File: src/rtl/uart_defs.sv
// rtl/uart_defs.sv - shared register map, STATUS layout and TX FSM encoding
package uart_defs;

  // Register select, taken from Addr[3:2] of the rebased offset
  localparam logic [1:0] REG_TXDATA = 2'd0;
  localparam logic [1:0] REG_STATUS = 2'd1;

  // STATUS bit positions
  localparam int ST_BUSY_BIT = 0;
  localparam int ST_HOLD_BIT = 1;
  localparam int ST_OVR_BIT  = 2;

  // Index of the last data bit in an 8N1 frame
  localparam logic [2:0] LAST_BIT = 3'd7;

  typedef enum logic [1:0] {
    ST_IDLE  = 2'd0,
    ST_START = 2'd1,
    ST_DATA  = 2'd2,
    ST_STOP  = 2'd3
  } tx_state_e;

  // Pack the three STATUS flags into their bit positions
  function automatic logic [2:0] status_bits(input logic overrun,
                                             input logic hold_full,
                                             input logic shifter_busy);
    logic [2:0] s;
    s              = '0;
    s[ST_OVR_BIT]  = overrun;
    s[ST_HOLD_BIT] = hold_full;
    s[ST_BUSY_BIT] = shifter_busy;
    return s;
  endfunction

endpackage

File: src/rtl/uart_tx_mmio_if.sv
// rtl/uart_tx_mmio_if.sv - store/load bus seen by the UART TX peripheral
interface uart_tx_mmio_if #(
  parameter int DATA_WIDTH = 32,
  parameter int ADDR_WIDTH = 32
);

  logic                  UartEn;
  logic [ADDR_WIDTH-1:0] Addr;
  logic [DATA_WIDTH-1:0] WriteData;
  logic [DATA_WIDTH-1:0] ReadData;

  modport master (
    output UartEn,
    output Addr,
    output WriteData,
    input  ReadData
  );

  modport slave (
    input  UartEn,
    input  Addr,
    input  WriteData,
    output ReadData
  );

endinterface

File: src/rtl/uart_baud_tick.sv
// rtl/uart_baud_tick.sv - bit-period counter producing one tick per serial bit
module uart_baud_tick #(
  parameter int CLKS_PER_BIT = 434
) (
  input  logic clk,
  input  logic reset,
  input  logic en_i,
  input  logic clr_i,
  output logic tick_o
);

  localparam int CNT_W = (CLKS_PER_BIT > 1) ? $clog2(CLKS_PER_BIT) : 1;
  localparam logic [CNT_W-1:0] CNT_LAST = CNT_W'(CLKS_PER_BIT - 1);

  logic [CNT_W-1:0] cnt_q, cnt_d;

  assign tick_o = en_i && (cnt_q == CNT_LAST);

  // Next count: clear wins, otherwise count while enabled and wrap at the last cycle
  always_comb begin
    cnt_d = cnt_q;
    if (clr_i) begin
      cnt_d = '0;
    end else if (en_i) begin
      cnt_d = (cnt_q == CNT_LAST) ? '0 : cnt_q + 1'b1;
    end
  end

  // Counter register
  always_ff @(posedge clk or negedge reset) begin
    if (!reset) begin
      cnt_q <= '0;
    end else begin
      cnt_q <= cnt_d;
    end
  end

endmodule

File: src/rtl/uart_tx_mmio.sv
// rtl/uart_tx_mmio.sv - memory-mapped 8N1 UART transmitter with 1-byte hold register
module uart_tx_mmio
  import uart_defs::*;
#(
  parameter int CLKS_PER_BIT = 434,
  parameter int DATA_WIDTH   = 32,
  parameter int ADDR_WIDTH   = 32
) (
  input  logic              clk,
  input  logic              reset,
  uart_tx_mmio_if.slave     bus,
  output logic              tx,
  output logic              Busy
);

  tx_state_e state_q, state_d;
  logic [7:0] hold_q, hold_d;
  logic       hold_full_q, hold_full_d;
  logic       overrun_q, overrun_d;
  logic [7:0] shift_q, shift_d;
  logic [2:0] bit_q, bit_d;
  logic       tx_q, tx_d;

  logic       baud_tick;
  logic       hold_take;
  logic       shifter_busy;
  logic [1:0] reg_sel;
  logic       wr_txdata;
  logic       wr_status;
  logic [DATA_WIDTH-1:0] rdata;
  logic       unused_bus_bits;

  assign reg_sel      = bus.Addr[3:2];
  assign wr_txdata    = bus.UartEn && (reg_sel == REG_TXDATA);
  assign wr_status    = bus.UartEn && (reg_sel == REG_STATUS);
  assign shifter_busy = (state_q != ST_IDLE);

  assign tx            = tx_q;
  assign Busy          = shifter_busy || hold_full_q;
  assign bus.ReadData  = rdata;

  // Only Addr[3:2] selects a register and only the low byte carries data
  assign unused_bus_bits = ^{bus.Addr[ADDR_WIDTH-1:4], bus.Addr[1:0],
                             bus.WriteData[DATA_WIDTH-1:8]};

  // The counter idles at zero so every frame starts on a full bit period
  uart_baud_tick #(
    .CLKS_PER_BIT(CLKS_PER_BIT)
  ) u_baud (
    .clk    (clk),
    .reset  (reset),
    .en_i   (shifter_busy),
    .clr_i  (!shifter_busy),
    .tick_o (baud_tick)
  );

  // Frame sequencer: next state, shifter, bit index and registered line level
  always_comb begin
    state_d   = state_q;
    shift_d   = shift_q;
    bit_d     = bit_q;
    hold_take = 1'b0;
    unique case (state_q)
      ST_IDLE: begin
        if (hold_full_q) begin
          hold_take = 1'b1;
          state_d   = ST_START;
          shift_d   = hold_q;
          bit_d     = '0;
        end
      end
      ST_START: begin
        if (baud_tick) begin
          state_d = ST_DATA;
        end
      end
      ST_DATA: begin
        if (baud_tick) begin
          shift_d = {1'b0, shift_q[7:1]};
          if (bit_q == LAST_BIT) begin
            state_d = ST_STOP;
          end else begin
            bit_d = bit_q + 3'd1;
          end
        end
      end
      ST_STOP: begin
        if (baud_tick) begin
          if (hold_full_q) begin
            // Chain straight into the next start bit, no idle gap
            hold_take = 1'b1;
            state_d   = ST_START;
            shift_d   = hold_q;
            bit_d     = '0;
          end else begin
            state_d = ST_IDLE;
          end
        end
      end
      default: begin
        state_d = ST_IDLE;
      end
    endcase

    unique case (state_d)
      ST_START: tx_d = 1'b0;
      ST_DATA:  tx_d = shift_d[0];
      default:  tx_d = 1'b1;
    endcase
  end

  // Hold register and overrun flag; a write lands if the hold is free or freed this edge
  always_comb begin
    hold_d      = hold_q;
    hold_full_d = hold_full_q;
    overrun_d   = overrun_q;
    if (hold_take) begin
      hold_full_d = 1'b0;
    end
    if (wr_txdata) begin
      if (!hold_full_q || hold_take) begin
        hold_d      = bus.WriteData[7:0];
        hold_full_d = 1'b1;
      end else begin
        overrun_d = 1'b1;
      end
    end
    if (wr_status && bus.WriteData[ST_OVR_BIT]) begin
      overrun_d = 1'b0;
    end
  end

  // Combinational readback for the load mux
  always_comb begin
    rdata = '0;
    unique case (reg_sel)
      REG_TXDATA: rdata[7:0] = hold_q;
      REG_STATUS: rdata[2:0] = status_bits(overrun_q, hold_full_q, shifter_busy);
      default:    rdata      = '0;
    endcase
  end

  // State registers; reset aborts any frame and forces the line high at once
  always_ff @(posedge clk or negedge reset) begin
    if (!reset) begin
      state_q     <= ST_IDLE;
      hold_q      <= '0;
      hold_full_q <= 1'b0;
      overrun_q   <= 1'b0;
      shift_q     <= '0;
      bit_q       <= '0;
      tx_q        <= 1'b1;
    end else begin
      state_q     <= state_d;
      hold_q      <= hold_d;
      hold_full_q <= hold_full_d;
      overrun_q   <= overrun_d;
      shift_q     <= shift_d;
      bit_q       <= bit_d;
      tx_q        <= tx_d;
    end
  end

endmodule

File: src/flat_wrapper.sv
// flat-port wrapper written by rule: the top's interface ports become plain ports
module uart_tx_mmio_flat import uart_defs::*;
#(
  parameter int CLKS_PER_BIT = 434,
  parameter int DATA_WIDTH   = 32,
  parameter int ADDR_WIDTH   = 32
)
  (clk, reset, tx, Busy, bus_UartEn, bus_Addr, bus_WriteData, bus_ReadData);
  uart_tx_mmio_if #(.DATA_WIDTH(DATA_WIDTH), .ADDR_WIDTH(ADDR_WIDTH)) bus_i ();
  input  logic clk;
  input  logic reset;
  output logic tx;
  output logic Busy;
  input wire logic [$bits(bus_i.UartEn)-1:0] bus_UartEn;
  input wire logic [$bits(bus_i.Addr)-1:0] bus_Addr;
  input wire logic [$bits(bus_i.WriteData)-1:0] bus_WriteData;
  output wire logic [$bits(bus_i.ReadData)-1:0] bus_ReadData;
  assign bus_i.UartEn = bus_UartEn;
  assign bus_i.Addr = bus_Addr;
  assign bus_i.WriteData = bus_WriteData;
  assign bus_ReadData = bus_i.ReadData;
  uart_tx_mmio #(.CLKS_PER_BIT(CLKS_PER_BIT), .DATA_WIDTH(DATA_WIDTH), .ADDR_WIDTH(ADDR_WIDTH)) u_core (.clk(clk), .reset(reset), .bus(bus_i), .tx(tx), .Busy(Busy));
endmodule
File: config.mk
export PLATFORM = sky130hd
export DESIGN_NAME = uart_tx_mmio_flat
export DESIGN_NICKNAME = d
export VERILOG_FILES = /design/src/rtl/uart_defs.sv /design/src/rtl/uart_tx_mmio_if.sv /design/src/rtl/uart_baud_tick.sv /design/src/rtl/uart_tx_mmio.sv /design/src/flat_wrapper.sv
export SDC_FILE = /design/constraint.sdc
export NUM_CORES = 1
export LEC_CHECK = 0
export BUFFER_PORTS_ARGS = -buffer_cell sky130_fd_sc_hd__buf_2
export CAP_MARGIN = 20
export CORE_MARGIN = 3
export CORE_UTILIZATION = 46
export CTS_CLUSTER_DIAMETER = 50
export DETAILED_ROUTE_END_ITERATION = 7
export GPL_TIMING_DRIVEN = 0
export HOLD_SLACK_MARGIN = 0.1
export PLACE_DENSITY = 0.8
export SLEW_MARGIN = 20
export SYNTH_ARGS = -nofsm -noshare
export SYNTH_HDL_FRONTEND = slang
export SYNTH_SLANG_ARGS = --single-unit
File: constraint.sdc
create_clock -name clk -period 2.9 [get_ports clk]
set_input_delay 0.145 -clock clk [delete_from_list [all_inputs] [get_ports clk]]
set_output_delay 0.145 -clock clk [all_outputs]
set_load 0.03 [all_outputs]
==> results of run 1 <==
logic make-up after synthesis:
| family | count (synthesis) |
|---|---|
| simple gates | 68 |
| compound gates | 39 |
| buf+inv | 37 |
| flops | 33 |
| mux | 21 |
| fa+ha+maj | 9 |
| xor+xnor | 5 |
| other cells | 1 |
cells in the final DEF, fill, tap and decap left out, types with 5 or more instances in the layout:
cell / n
a21oi_1: 6
a31oi_1: 5
and2_1: 5
buf_2: 22
buf_4: 24
clkbuf_1: 5
clkbuf_8: 5
conb_1: 24
dfrtp_1: 32
dlygate4sd3_1: 10
ha_1: 9
inv_1: 6
mux2_2: 8
mux2i_1: 11
nand2_1: 15
nor2_1: 24
o31ai_1: 7
layout make-up:
| type | count | area share |
|---|---|---|
| Timing Repair Buffer | 31 | 0.08091 |
| Tap cell | 50 | 0.02467 |
| Inverter | 6 | 0.008880 |
| Clock buffer | 5 | 0.02713 |
| Buffer | 31 | 0.08485 |
| Sequential cell | 33 | 0.3261 |
| Clock inverter | 3 | 0.006907 |
| Multi-Input combinational cell | 166 | 0.4406 |
worst paths after layout:
path                                     endpoint                    from  slack (ns)  depth (start not counted)
min in group asynchronous       u_core.shift_q[0]                   reset        0.44                          2
max                                     u_core.tx       u_core.state_q[0]        0.66                          8
min reg2reg                u_core.u_baud.cnt_q[0]  u_core.u_baud.cnt_q[0]        0.49                          1
min                              u_core.overrun_q             bus_Addr[3]        0.19                          4
max reg2reg                             u_core.tx       u_core.state_q[0]        0.66                          8
max in group asynchronous       u_core.shift_q[1]                   reset        2.00                          2
where the power goes:
part           leakage, nW  internal [W]  total [W]  switching [W]
registers            0.425      0.000488   0.000510      0.0000218
logic                0.802     0.0000799   0.000186       0.000106
clock network       0.0439      0.000166   0.000348       0.000182
total                 1.27      0.000734    0.00104       0.000310
through the flow:
stage / utilization / setup slack [ns] / hold WS, ns
detailed placement: 0.5593 / 0.6734 / 0.2451
global route: 0.6036 / 0.5324 / 0.2470
floorplan: - / 0.8895 / -0.1506
finish: 0.6036 / 0.6574 / 0.1936
CTS: 0.6036 / 0.6447 / 0.1870
global placement: 0.5593 / 0.6945 / 0.2460
flip-flops by register name (all words and copies together) (netlist names):
signal,count
u_core.shift_q,8
u_core.overrun_q,1
u_core.state_q,2
u_core.bit_q,3
u_core.u_baud.cnt_q,9
u_core.hold_q,8
u_core.tx,1
u_core.hold_full_q,1
what timing repair did:
item	4_1_cts	5_1_grt
hold buffers	10	0
gates resized for setup	0	0
endpoints found under the hold margin	41	0
worst max-delay path, delay by kind of cell, from the launching register on:
| kind | cells | cell delay, ns |
|---|---|---|
| buf+inv | 2 | 0.30 |
| simple gates | 2 | 0.35 |
| compound gates | 1 | 0.36 |
| mux | 2 | 0.37 |
| fa+ha+maj | 1 | 0.32 |
| flops | 1 | 0.46 |
metal layers:
| metal | vias up | part of all wire |
|---|---|---|
| li1 | 823 | - |
| met1 | 771 | 0.44 |
| met4 | 0 | 0.015 |
| met5 | - | 0 |
| met3 | 7 | 0.055 |
| met2 | 44 | 0.49 |
==> summary.txt, run 1 <==
Route
  – Vias per inst: ~5
  – Initial drt markers: slightly above 80
  – Routed vias: ~1600
  – Wire per inst: between 10 and 15 um
  – Final wirelength: between 4 and 5 mm
  – DRC: 0
  – First-pass DRT Iterations: 7
  – ANT nets after route: 0

Logic synthesis
  – Sequential share of the synthesized area: 0.3946
  – Post-Synth Adder-Cell Area: 0.05373
  – Synth Area per Inst: approximately 9.8 um2
  – Complex-gate fraction of the synthesized area: 0.1325
  – Synth Area in XOR/XNOR: 0.02090
  – Simple-gate share of the synthesized area: 0.1749
  – Yosys top cell area share: 0.3821
  – Most instantiated cells after synthesis: dfrtp_1 (32), buf_4 (24), nor2_1 (24)
  – Post-synthesis mux area share: 0.1081
  – Mapped Area: about 0.0021 mm2
  – Count of different cell masters after synthesis: slightly below 50
  – Largest family of logic cells by synthesized area: simple AND/OR/NAND/NOR gates
  – Cells after Synth: 213
  – Most area-consuming cells after synthesis: dfrtp_1 (38%), buf_4 (8.6%), ha_1 (5.4%), mux2i_1 (5.3%), mux2_2 (4.3%)
  – Yosys reg bits: 33
  – Predominant post-synthesis flop cell: dfrtp_1
  – Leading area contributor after synthesis: dfrtp_1
  – EDFF count, synth: 0
  – Yosys warnings: 0
  – Async SR Flop Fraction: 1.000
  – Most frequent cell after synthesis: dfrtp_1

Timing
  – Final Skew: 0.008791 ns
  – Max-slew violation count: 0
  – Maximum clock rate: ~450 MHz
  – Period utilization: 0.7733
  – Setup tns final: 0 ns
  – Final hold viol count: 0
  – Min cycle time layout: 2.243 ns
  – Worst-Margin Slew: roughly 0.7 ns
  – Final setup violation count: 0
  – RSZ-0062 raised after global routing: no
  – Relative slew slack: 0.5248

Worst setup path
  – Critical path's largest stage delay: about 0.46 ns
  – CP Capture Type: flop
  – Slowest-stage cell, CP: dfrtp_1
  – CP required: about 3.1 ns
  – Worst endpoint data arrival time: approximately 2.5 ns
  – Max FO, Critical Path: 10
  – Critical path class: flop to flop
  – CP cell instances: inv_1 -> ha_1 -> nor3_2 -> buf_6 -> mux2_4 -> a221o_1 -> nor2_1 -> mux2i_1
  – Worst Setup Start Kind: flop

Cells and area
  – # nets final: 350
  – Share of post-route cells with drive strength above 1: 0.2582
  – Register area: slightly above 800 um2
  – FILL cells: about 350
  – ANT cells: 0
  – Footprint of the multi-input gates: about 0.0011 mm2
  – Final cell count without fillers: 325
  – Final instance area: 0.002536 mm2
  – Synth-to-Final Area Change: 21.01%

CTS
  – Clock buffer depth: 2
  – Sink Count: 33
  – Setup bufs post-CTS: 0
  – CTS root buf: clkbuf_8
  – CTS tree: yes
  – Num CTS Buffers: 5
  – Worst-path clk slew: approximately 0.070 ns
  – H-Tree Level Count: 2
  – Clock Latency Late Sink: 0.30 ns

Power
  – Maximum ir drop on the vdd rail: 248.2 uV
  – Total power: between 0.001 and 0.0015 W
  – PD cells: about 400 mW/mm2
  – P_leak: ~1.3 nW

Floorplan
  – Starting Density: 0.4988
  – Rows: 23
  – Core area: roughly 0.0042 mm2
  – Die height: about 74 um
  – Die area: around 0.0054 mm2
  – # IOs: 101
  – Die X: 73.50 um

Global route
  – Met1 GRT Util: 0.2144
  – GRT Total Usage: 0.1714
  – Initial antenna violation count: 0
  – Vias in the first global route: between 1500 and 2000
  – M3 GR Usage: 0.04514
  – Largest net degree at the start of global routing: 34
  – Gr busiest metal: met2
  – Gr ovfl total: 0
  – First-pass GRT wire length: 7.058 mm
  – Global routing usage on met2: 0.2805

Placement
  – GPL Wtd Cong: about 0.88
  – Inst Count DP: ~310
  – HPWL after DPL: 3.019 mm
  – Number of port buffers: 21
  – Area after DPL: 0.002350 mm2

Flow run
  – Number of max-cap violations: 0

Worst hold path
  – Hold Crit Class: input port to flop

Status
  – Status: complete, no violations
Power figures use the tool's default switching activity.
==> inputs of run 2 (changes only) <==
--- a/config.mk
+++ b/config.mk
@@ -8,12 +8,12 @@
 export BUFFER_PORTS_ARGS = -buffer_cell sky130_fd_sc_hd__buf_2
 export CAP_MARGIN = 20
 export CORE_MARGIN = 3
-export CORE_UTILIZATION = 46
+export CORE_UTILIZATION = 42
 export CTS_CLUSTER_DIAMETER = 50
 export DETAILED_ROUTE_END_ITERATION = 7
 export GPL_TIMING_DRIVEN = 0
 export HOLD_SLACK_MARGIN = 0.1
-export PLACE_DENSITY = 0.8
+export PLACE_DENSITY = 0.77
 export SLEW_MARGIN = 20
 export SYNTH_ARGS = -nofsm -noshare
 export SYNTH_HDL_FRONTEND = slang
==> constraint.sdc (replaced) <==
create_clock -name clk -period 1.9 [get_ports clk]
set_input_delay 0.095 -clock clk [delete_from_list [all_inputs] [get_ports clk]]
set_output_delay 0.095 -clock clk [all_outputs]
set_load 0.03 [all_outputs]
==> run 2 against run 1 <==
Net effect: the flow now finishes with violations (negative setup slack); global-route usage is 1.6 points lower; sequential share of layout area down 2.2 points; power up 67%; first-iteration DRC count increased by 76%; register-to-register slack lost 0.73 ns; utilization shrank 3.3 points; routed wire length grew 1.6%; maximum frequency is 14% higher; die area up 8.7%; largest power group unchanged.
==> summary.txt, run 2 (synthesized netlist as in run 1, its figures left out) <==
Status
  – Status: complete, but fails checks
  – Violated checks: negative setup slack

Route
  – DRC: 0
  – Met3 routed WL: between 200 and 250 um
  – Detail Route met2 WL: 2.023 mm
  – Initial drt markers: between 100 and 150
  – Max Used Layer: met4
  – Wire per inst: 12.22 um
  – Routed vias: between 1500 and 2000
  – Final wirelength: 4.300 mm
  – Routed met1 length: roughly 1.9 mm
  – Vias per inst: between 4 and 5
  – ANT nets after route: 0
  – First-pass DRT Iterations: 4

Cells and area
  – ANT cells: 0
  – Largest register by flop count: u_core.u_baud.cnt_q
  – Share of post-route cells with drive strength above 1: 0.3263
  – Final cell count without fillers: 352
  – FILL cells: between 400 and 500
  – Synth-to-Final Area Change: 30.33%
  – Most frequent cells in the layout: buf_4 (34), dfrtp_1 (30), nor2_1 (24), conb_1 (24), buf_2 (22)
  – # nets final: 360
  – Biggest regs: u_core.u_baud.cnt_q (9), u_core.hold_q (8), u_core.shift_q (8)
  – Commonest non-fill, non-tap cell in the layout: buf_4
  – Max reg flops: 9

Global route
  – Gr ovfl total: 0
  – Largest net degree at the start of global routing: 34
  – Initial antenna violation count: 0
  – Vias in the first global route: ~1600
  – GRT Total Usage: 0.1551
  – First-pass GRT wire length: around 7.5 mm

Worst setup path
  – R2r worst-path depth: 9
  – Worst r2r dst: u_core.tx
  – Worst endpoint data arrival time: roughly 2.2 ns
  – Worst R2R Start: u_core.u_baud.cnt_q[1]
  – Worst Setup Start Kind: flop
  – Critical path class: flop to flop
  – CP Capture Type: flop
  – CP required: approximately 2.1 ns
  – R2R Setup Slk: -0.07 ns
  – CP startpoint: u_core.u_baud.cnt_q[1]
  – Worst Setup EP: u_core.tx
  – Max FO, Critical Path: 3

Timing
  – Maximum clock rate: roughly 500 MHz
  – Final hold viol count: 0
  – Final setup margin: -0.07281 ns
  – Final setup violation count: 2
  – RSZ-0062 raised after global routing: yes
  – Max-slew violation count: 0
  – Min cycle time layout: between 1.5 and 2 ns
  – Final Skew: 0.009098 ns
  – Fin Hold WS: ~0.15 ns
  – Period utilization: 1.038
  – Worst-Margin Slew: around 0.74 ns
  – Relative slew slack: 0.5054

Placement
  – Worst slack, placed: -0.2031 ns
  – HPWL after DPL: 2.964 mm
  – Inst Count DP: about 320
  – GPL Wtd Cong: 0.8924
  – Number of port buffers: 21

Power
  – P_leak: around 1.4 nW
  – PD cells: roughly 640 mW/mm2
  – Maximum ir drop on the vdd rail: 479.6 uV

Floorplan
  – # IOs: roughly 100
  – Die area: ~0.0059 mm2
  – Die height: roughly 77 um
  – Core area: 0.004786 mm2
  – Die X: 76.64 um
  – Rows: 25
  – Starting Density: 0.4379

CTS
  – Clock Latency Late Sink: about 0.28 ns
  – CTS root buf: clkbuf_8
  – H-Tree Level Count: 2
  – CTS tree: yes
  – Clock buffer depth: 2
  – Num CTS Buffers: 5
  – Sink Count: 33
  – Worst-path clk slew: ~0.07 ns

Worst hold path
  – Hold depth: 4
  – Hold Crit Class: input port to flop

Flow run
  – Number of max-cap violations: 0
## run 2: layout make-up
class / instances / area [um2] / share of cell area
timing repair buffer: 42 / 291.5 / 0.1067
buffer: 30 / 217.7 / 0.07971
tap: 67 / 83.83 / 0.03069
clock buffer: 7 / 86.33 / 0.03161
multi-input combinational: 166 / 1170 / 0.4283
clock inverter: 1 / 30.03 / 0.01099
sequential: 33 / 829.5 / 0.3037
inverter: 6 / 22.52 / 0.008246
## run 2: report_power, final
part,total [W],internal (W),switching [W],leakage (nW)
sequential,0.000779,0.000746,0.0000335,0.423
clock,0.000676,0.000427,0.000249,0.0585
combinational,0.000283,0.000122,0.000162,0.870
## run 2: worst max-delay path, stage by stage, from the launching register on
cell      delay, ns
dfrtp_1        0.38
inv_2          0.07
ha_4           0.12
nand4b_1       0.21
nor3_4         0.20
buf_6          0.13
mux2_4         0.29
a221o_1        0.33
nor2_1         0.09
mux2i_1        0.07
## run 2: worst min-delay path by stage
stage,from,endpoint,slack [ns]
2_1_floorplan,reset,u_core.bit_q[0],-0.20
3_3_place_gp,reset,u_core.u_baud.cnt_q[4],0.20
3_5_place_dp,reset,u_core.u_baud.cnt_q[4],0.21
4_1_cts,bus_Addr[3],u_core.overrun_q,0.15
5_1_grt,bus_Addr[3],u_core.overrun_q,0.20
6_report,bus_Addr[3],u_core.overrun_q,0.15
## run 2: per-layer routing
metal	vias up	GRT usage
met1	802	0.2014
met5	-	0
met3	12	0.03664
li1	844	-
met4	0	0.07609
met2	60	0.2425
## run 2: what timing repair did
action                     in CTS  in global routing
gates cloned                    0                  0
hold buffers                   10                  0
setup buffers                   6                  5
hold endpoints to repair       41                  0
gates resized for setup         5                 14
pin swaps                       2                  3
setup endpoints to repair      17                 22
## run 2: through the flow
step	instance area, um2	util	total power (W)	setup TNS (ns)
6_report	2731	0.5707	0.001739	-0.1095
5_1_grt	2731	0.5707	0.001810	-1.191
4_1_cts	2658	0.5553	0.001752	-0.1243
3_5_place_dp	2374	0.4959	0.001059	-2.136
3_3_place_gp	2374	0.4959	0.001053	-1.745
2_1_floorplan	2185	-	0.0009955	0
